## src/rtl/a2d_scan_pkg.sv

```systemverilog
// a2d_scan_pkg: shared types and constants for the A2D scan controller.
// The optional transaction timeout is enabled by defining A2D_TIMEOUT_EN.
package a2d_scan_pkg;

   typedef enum logic [2:0] {
      IDLE,
      SEL,
      TX1,
      W1,
      GAP,
      TX2,
      W2,
      STORE
   } state_t;

   // Upper two bits of every command word sent to the ADC
   localparam logic [1:0] CMD_PREFIX = 2'b00;

   // Width of one stored conversion result
   localparam int RES_W = 12;

   // Clocks spent in W1/W2 without done before the transaction is abandoned
   localparam int TIMEOUT_LIM = 1023;
   localparam int TO_W        = $clog2(TIMEOUT_LIM + 1);

   // done is not trusted in the wrt clock nor in the two clocks that follow it
   localparam int IGN_CLKS = 2;

   typedef struct packed {
      logic       vld;
      logic [2:0] idx;
   } pick_t;

   // Lowest-index set bit of a channel mask
   function automatic pick_t first_set(input logic [7:0] mask);
      pick_t p;
      p = '0;
      for (int i = 7; i >= 0; i--) begin
         if (mask[i]) begin
            p.vld = 1'b1;
            p.idx = 3'(i);
         end
      end
      return p;
   endfunction

endpackage

```

## src/rtl/a2d_spi_if.sv

```systemverilog
// a2d_spi_if: handshake between the scan controller and the 16-bit SPI master.
// master = scan controller, slave = SPI master block.
interface a2d_spi_if;

   logic        wrt;
   logic [15:0] cmd;
   logic        done;
   logic [15:0] rd_data;

   modport master (
      output wrt,
      output cmd,
      input  done,
      input  rd_data
   );

   modport slave (
      input  wrt,
      input  cmd,
      output done,
      output rd_data
   );

endinterface

```

## src/rtl/a2d_res_file.sv

```systemverilog
// a2d_res_file: 8 x RES_W result registers, one synchronous write port,
// one asynchronous read port (read returns the pre-write value in a write clock).
module a2d_res_file
   import a2d_scan_pkg::*;
(
   input  logic             clk,
   input  logic             rst_n,
   input  logic             we,
   input  logic [2:0]       waddr,
   input  logic [RES_W-1:0] wdata,
   input  logic [2:0]       raddr,
   output logic [RES_W-1:0] rdata
);

   logic [RES_W-1:0] mem [8];

   // Result storage: cleared by reset, written only when we is high
   // NOTE: this array is small and must read 0 during reset, so it is built
   // from flops with an async clear rather than an inferred RAM (RAMs cannot reset).
   always_ff @(posedge clk or negedge rst_n) begin
      if (!rst_n) begin
         for (int i = 0; i < 8; i++) mem[i] <= '0;
      end else if (we) begin
         mem[waddr] <= wdata;
      end
   end

   assign rdata = mem[raddr];

endmodule

```

## src/rtl/a2d_scan_ctrl.sv

```systemverilog
// a2d_scan_ctrl: scans the enabled ADC channels in ascending order, running two
// SPI transactions per channel and storing the 12-bit result of the second.
// Optional: define A2D_TIMEOUT_EN to abandon a scan when done never arrives.
module a2d_scan_ctrl
   import a2d_scan_pkg::*;
(
   input  logic             clk,
   input  logic             rst_n,
   input  logic             strt_scan,
   input  logic [7:0]       chnl_mask,
   input  logic [2:0]       rd_chnl,
   output logic [RES_W-1:0] rd_res,
   output logic             busy,
   output logic             scan_done,
   output logic             err,
   a2d_spi_if.master        spi
);

   state_t           state;
   logic [7:0]       mask_q;     // channels still to visit in this scan
   logic [2:0]       chnl;       // channel being converted
   logic [1:0]       ign_cnt;    // clocks left in which done is ignored
   logic [RES_W-1:0] res_q;      // rd_data captured at transaction completion
   pick_t            pick;
   logic             unused_rd_bits;

   assign pick           = first_set(mask_q);
   assign unused_rd_bits = &spi.rd_data[15:RES_W];

`ifdef A2D_TIMEOUT_EN
   logic [TO_W-1:0] to_cnt;
`else
   // Without the timeout option the scan waits for done forever
   assign err = 1'b0;
`endif

   // Scan sequencer with registered outputs
   // NOTE: every state register here uses <= so all of them update together
   // from pre-edge values; a blocking = would leak new values into later lines.
   always_ff @(posedge clk or negedge rst_n) begin
      if (!rst_n) begin
         state     <= IDLE;
         mask_q    <= '0;
         chnl      <= '0;
         ign_cnt   <= '0;
         res_q     <= '0;
         busy      <= 1'b0;
         scan_done <= 1'b0;
         spi.wrt   <= 1'b0;
         spi.cmd   <= '0;
`ifdef A2D_TIMEOUT_EN
         err       <= 1'b0;
         to_cnt    <= '0;
`endif
      end else begin
         spi.wrt   <= 1'b0;
         scan_done <= 1'b0;
         case (state)
            IDLE: begin
               if (strt_scan) begin
                  mask_q <= chnl_mask;
                  busy   <= 1'b1;
                  state  <= SEL;
`ifdef A2D_TIMEOUT_EN
                  err    <= 1'b0;
`endif
               end
            end
            SEL: begin
               if (pick.vld) begin
                  chnl             <= pick.idx;
                  mask_q[pick.idx] <= 1'b0;
                  spi.cmd          <= {CMD_PREFIX, pick.idx, 11'h000};
                  spi.wrt          <= 1'b1;
                  state            <= TX1;
               end else begin
                  busy      <= 1'b0;
                  scan_done <= 1'b1;
                  state     <= IDLE;
               end
            end
            TX1, TX2: begin
               // wrt is high during this clock; arm the done-ignore window
               ign_cnt <= 2'(IGN_CLKS);
`ifdef A2D_TIMEOUT_EN
               to_cnt  <= '0;
`endif
               state   <= (state == TX1) ? W1 : W2;
            end
            W1, W2: begin
               if (ign_cnt != '0) ign_cnt <= ign_cnt - 2'd1;
               if (ign_cnt == '0 && spi.done) begin
                  res_q <= spi.rd_data[RES_W-1:0];
                  state <= (state == W1) ? GAP : STORE;
               end
`ifdef A2D_TIMEOUT_EN
               else if (to_cnt == TO_W'(TIMEOUT_LIM - 1)) begin
                  err       <= 1'b1;
                  busy      <= 1'b0;
                  scan_done <= 1'b1;
                  state     <= IDLE;
               end else begin
                  to_cnt <= to_cnt + 1'b1;
               end
`endif
            end
            GAP: begin
               // One idle clock after completion, then the second wrt
               spi.wrt <= 1'b1;
               state   <= TX2;
            end
            STORE: begin
               state <= SEL;
            end
            default: state <= IDLE;
         endcase
      end
   end

   a2d_res_file u_res_file (
      .clk   (clk),
      .rst_n (rst_n),
      .we    (state == STORE),
      .waddr (chnl),
      .wdata (res_q),
      .raddr (rd_chnl),
      .rdata (rd_res)
   );

endmodule

```

## src/flat_wrapper.sv

```systemverilog
// flat-port wrapper written by rule: the top's interface ports become plain ports
module a2d_scan_ctrl_flat import a2d_scan_pkg::*;
  (clk, rst_n, strt_scan, chnl_mask, rd_chnl, rd_res, busy, scan_done, err, spi_wrt, spi_cmd, spi_done, spi_rd_data);
  a2d_spi_if spi_i ();
  input  logic clk;
  input  logic rst_n;
  input  logic strt_scan;
  input  logic [7:0] chnl_mask;
  input  logic [2:0] rd_chnl;
  output logic [RES_W-1:0] rd_res;
  output logic busy;
  output logic scan_done;
  output logic err;
  output wire logic [$bits(spi_i.wrt)-1:0] spi_wrt;
  output wire logic [$bits(spi_i.cmd)-1:0] spi_cmd;
  input wire logic [$bits(spi_i.done)-1:0] spi_done;
  input wire logic [$bits(spi_i.rd_data)-1:0] spi_rd_data;
  assign spi_wrt = spi_i.wrt;
  assign spi_cmd = spi_i.cmd;
  assign spi_i.done = spi_done;
  assign spi_i.rd_data = spi_rd_data;
  a2d_scan_ctrl u_core (.clk(clk), .rst_n(rst_n), .strt_scan(strt_scan), .chnl_mask(chnl_mask), .rd_chnl(rd_chnl), .rd_res(rd_res), .busy(busy), .scan_done(scan_done), .err(err), .spi(spi_i));
endmodule
```

## config.mk

```make
export PLATFORM = sky130hd
export DESIGN_NAME = a2d_scan_ctrl_flat
export DESIGN_NICKNAME = d
export VERILOG_FILES = /design/src/rtl/a2d_scan_pkg.sv /design/src/rtl/a2d_spi_if.sv /design/src/rtl/a2d_res_file.sv /design/src/rtl/a2d_scan_ctrl.sv /design/src/flat_wrapper.sv
export SDC_FILE = /design/constraint.sdc
export NUM_CORES = 1
export LEC_CHECK = 0
export ABC_AREA = 1
export ABC_CLOCK_PERIOD_IN_PS = 1600
export CAP_MARGIN = 0
export CORE_MARGIN = 2
export CORE_UTILIZATION = 51
export CTS_CLUSTER_SIZE = 16
export DETAILED_ROUTE_END_ITERATION = 8
export GPL_ROUTABILITY_DRIVEN = 1
export PLACE_DENSITY = 0.87
export SETUP_SLACK_MARGIN = 0.05
export SLEW_MARGIN = 25
export SYNTH_ARGS = -nofsm -noshare
export SYNTH_HDL_FRONTEND = slang
export SYNTH_SLANG_ARGS = --single-unit
export TNS_END_PERCENT = 10
```

## constraint.sdc

```tcl
create_clock -name clk -period 1.6 [get_ports clk]
set_clock_uncertainty 0.15 [all_clocks]
set_input_delay 0.32 -clock clk [delete_from_list [all_inputs] [get_ports clk]]
set_output_delay 0.32 -clock clk [all_outputs]
set_load 0.1 [all_outputs]
```

==> flow_summary.json <==
{
  "status": "finished with violations",
  "violations": "negative setup slack",
  "r2r-start": "u_core.state[1]",
  "cts_buffer_depth": 2,
  "finalHoldViolCount": 0,
  "syn_inst": 707,
  "fin_util": 0.700,
  "grt_overflow": 0,
  "grt_pass1_wl_mm": 25.3,
  "maxSlewViolCount": 0,
  "final_nets": 816,
  "fin_crit_sh": 1.29,
  "yosys_warnings": 0,
  "max_freq_mhz": 485,
  "numClockSinks": 127,
  "yosysMostFrequentCell": "nand2_1",
  "dpl.hpwl_mm": 9.48,
  "crit_fanout": 2,
  "routed_via_density": 5.63,
  "setup_slack_ns": -0.460,
  "crit_type": "register to output pin",
  "synth_edf_count": 0,
  "setup_viol": 14,
  "hold_class": "input pin to asynchronous set/reset pin",
  "h-tree-depth": 4,
  "wl_met2_mm": 7.64,
  "grtUsageTotal": 0.259,
  "clk_latency_ns": 0.41,
  "n_fill_cell": 778,
  "core_area_um2": 11300,
  "met3_length_mm": 1.13,
  "layout_min_cycle_time_ns": 2.06,
  "crit_required_ns": 1.13,
  "dieArea_um2": 12400,
  "wl_met1_mm": 6.21,
  "num_io_pins": 63,
  "synth_area_leaders": "dfrtp_1, o21ai_0, nand2_1, inv_1, nor2_1",
  "p_total_mw": 15.0,
  "cp-start-kind": "register",
  "vias": 5289,
  "syn-cell-area_um2": 5860,
  "synth_commonest_cells": "nand2_1, o21ai_0, dfrtp_1",
  "powerDensity_nw_per_um2": 1890,
  "yosys.area.top_type_share": 0.542,
  "areaGrowthSynthToFinish_pct": 35.3,
  "top_layer_used": "met4",
  "async_reset_ff_frac": 1.00,
  "drcViolationCount": 0,
  "antenna_found_initial": 0,
  "cts-root-buf": "clkbuf_16",
  "gp_congestion": 0.834,
  "firstDrtPassIters": 6,
  "worst-r2r-setup-slack_ns": -0.04,
  "synth_seq_cells": 127,
  "vdd_ir_drop_max_v": 0.00153,
  "worstSetupEndpointType": "output pin",
  "rsz0062_at_grt": "yes",
  "rows": 39,
  "ys_seq_area_frac": 0.542,
  "grt_pass1_vias": 5169,
  "grt_max_degree": 54,
  "multi_input_area_um2": 2510,
  "cts_made_buffers": 17,
  "n_antenna_cell": 0,
  "synth_flop_cell": "dfrtp_1",
  "die_w_um": 111,
  "p_leak_nw": 3.59,
  "cap_violations": 0,
  "timing.rr.end": "u_core.mask_q[7]",
  "ant_nets": 0,
  "regArea_um2": 3180,
  "initial_core_util": 0.518,
  "routed_wl_mm": 15.3,
  "fp.dieH_um": 111,
  "synth.distinct_cells": 29,
  "drtIter0Drc": 628,
  "cts.clk_slew.worst_paths_ns": 0.05,
  "cp_data_arrival_time_ns": 1.59,
  "reg2reg_depth": 8,
  "synth_top_area_cell": "dfrtp_1",
  "drive_above_1_share": 0.221,
  "io_buffers": 44,
  "avgSynthCellArea_um2": 8.29,
  "wl_per_cell_um": 16.3,
  "cts_tree": "built"
}
==> metal layers <==
| metal | up-vias | global-route usage |
|---|---|---|
| li1 | 2448 | - |
| met1 | 2546 | 0.343 |
| met2 | 261 | 0.424 |
| met3 | 34 | 0.0508 |
| met4 | 0 | 0.0979 |
| met5 | - | 0 |
==> cells in the final DEF (no fill, tap or decap), types with 3 or more instances in the layout <==
cell type,n
o21ai_2,3
buf_12,28
dfrtp_2,5
o211ai_1,13
clkbuf_16,17
a21oi_2,12
clkinvlp_4,4
nor2_1,47
nand4_1,8
a21oi_1,3
conb_1,14
nand2_1,163
nand2_2,8
clkinv_2,3
dfrtp_1,122
a31oi_4,12
buf_6,9
buf_4,30
nor2_2,12
clkdlybuf4s50_1,23
nand3_1,4
inv_1,46
inv_2,16
o21ai_0,121
bufinv_16,5
o21ai_1,48
==> what timing repair did <==
| action | CTS | global route |
|---|---|---|
| hold endpoints to repair | 127 | 0 |
| buffers inserted | 1 | 6 |
| setup endpoints to repair | 45 | 134 |
| pin swaps | 14 | 14 |
| gates resized for setup | 19 | 53 |
| hold buffers | 1 | 0 |
==> cell type report <==
| type | count | share of cell area |
|---|---|---|
| Clock buffer | 20 | 0.0576 |
| Inverter | 64 | 0.0311 |
| Multi-Input combinational cell | 480 | 0.317 |
| Sequential cell | 127 | 0.402 |
| Tap cell | 143 | 0.0226 |
| Clock inverter | 11 | 0.0237 |
| Timing Repair Buffer | 94 | 0.147 |
==> power by group <==
part / internal [mW] / switching, mW / leakage [nW]
clock network: 2.83 / 1.37 / 0.308
registers: 4.46 / 0.844 / 1.66
logic: 1.96 / 3.53 / 1.62
==> per-stage QoR <==
step	instances	instance area [um2]	hold slack [ns]	setup TNS, ns	worst slack [ns]
finish	939	7930	0.151	-4.84	-0.460
global route	939	7930	0.165	-8.32	-0.561
CTS	933	7770	0.151	-4.97	-0.439
detailed placement	900	7090	0.0302	-5.78	-0.428
global placement	900	7090	0.0295	-5.41	-0.418
floorplan	720	6220	-0.126	-20.06	-0.345
==> critical path, stage by stage, from the launching register on <==
cell and delay (ns):
dfrtp_1 0.35, inv_2 0.04, a21oi_2 0.10, o21ai_1 0.07, o21ai_1 0.16, nor2_2 0.10
a31oi_4 0.17, buf_12 0.19
==> flip-flops by register name, summed over array words and instances, names as in the netlist <==
signal / flops
u_core.chnl: 3
u_core.u_res_file.mem: 96
u_core.state: 3
u_core.spi.wrt: 1
u_core.res_q: 12
u_core.ign_cnt: 2
u_core.scan_done: 1
u_core.mask_q: 8
u_core.busy: 1
==> cells by family (layout without fill, tap and decap cells) <==
group / after synthesis / count (layout) / synth area share
flops: 127 / 127 / 0.542
buf+inv: 113 / 189 / 0.0869
other cells: 1 / 14 / 0.000640
compound gates: 217 / 217 / 0.196
simple gates: 248 / 248 / 0.172
fa+ha+maj: 1 / 1 / 0.00214
==> worst max path at each step <==
stage	depth (start not counted)	to	start	slack, ns
global route	7	rd_res[6]	u_core.u_res_file.mem[30]	-0.56
detailed placement	7	rd_res[3]	rd_chnl[0]	-0.43
floorplan	7	rd_res[10]	rd_chnl[0]	-0.35
CTS	7	rd_res[4]	u_core.u_res_file.mem[28]	-0.44
finish	7	rd_res[6]	u_core.u_res_file.mem[30]	-0.46
global placement	7	rd_res[3]	rd_chnl[0]	-0.42
Power figures use the tool's default switching activity.
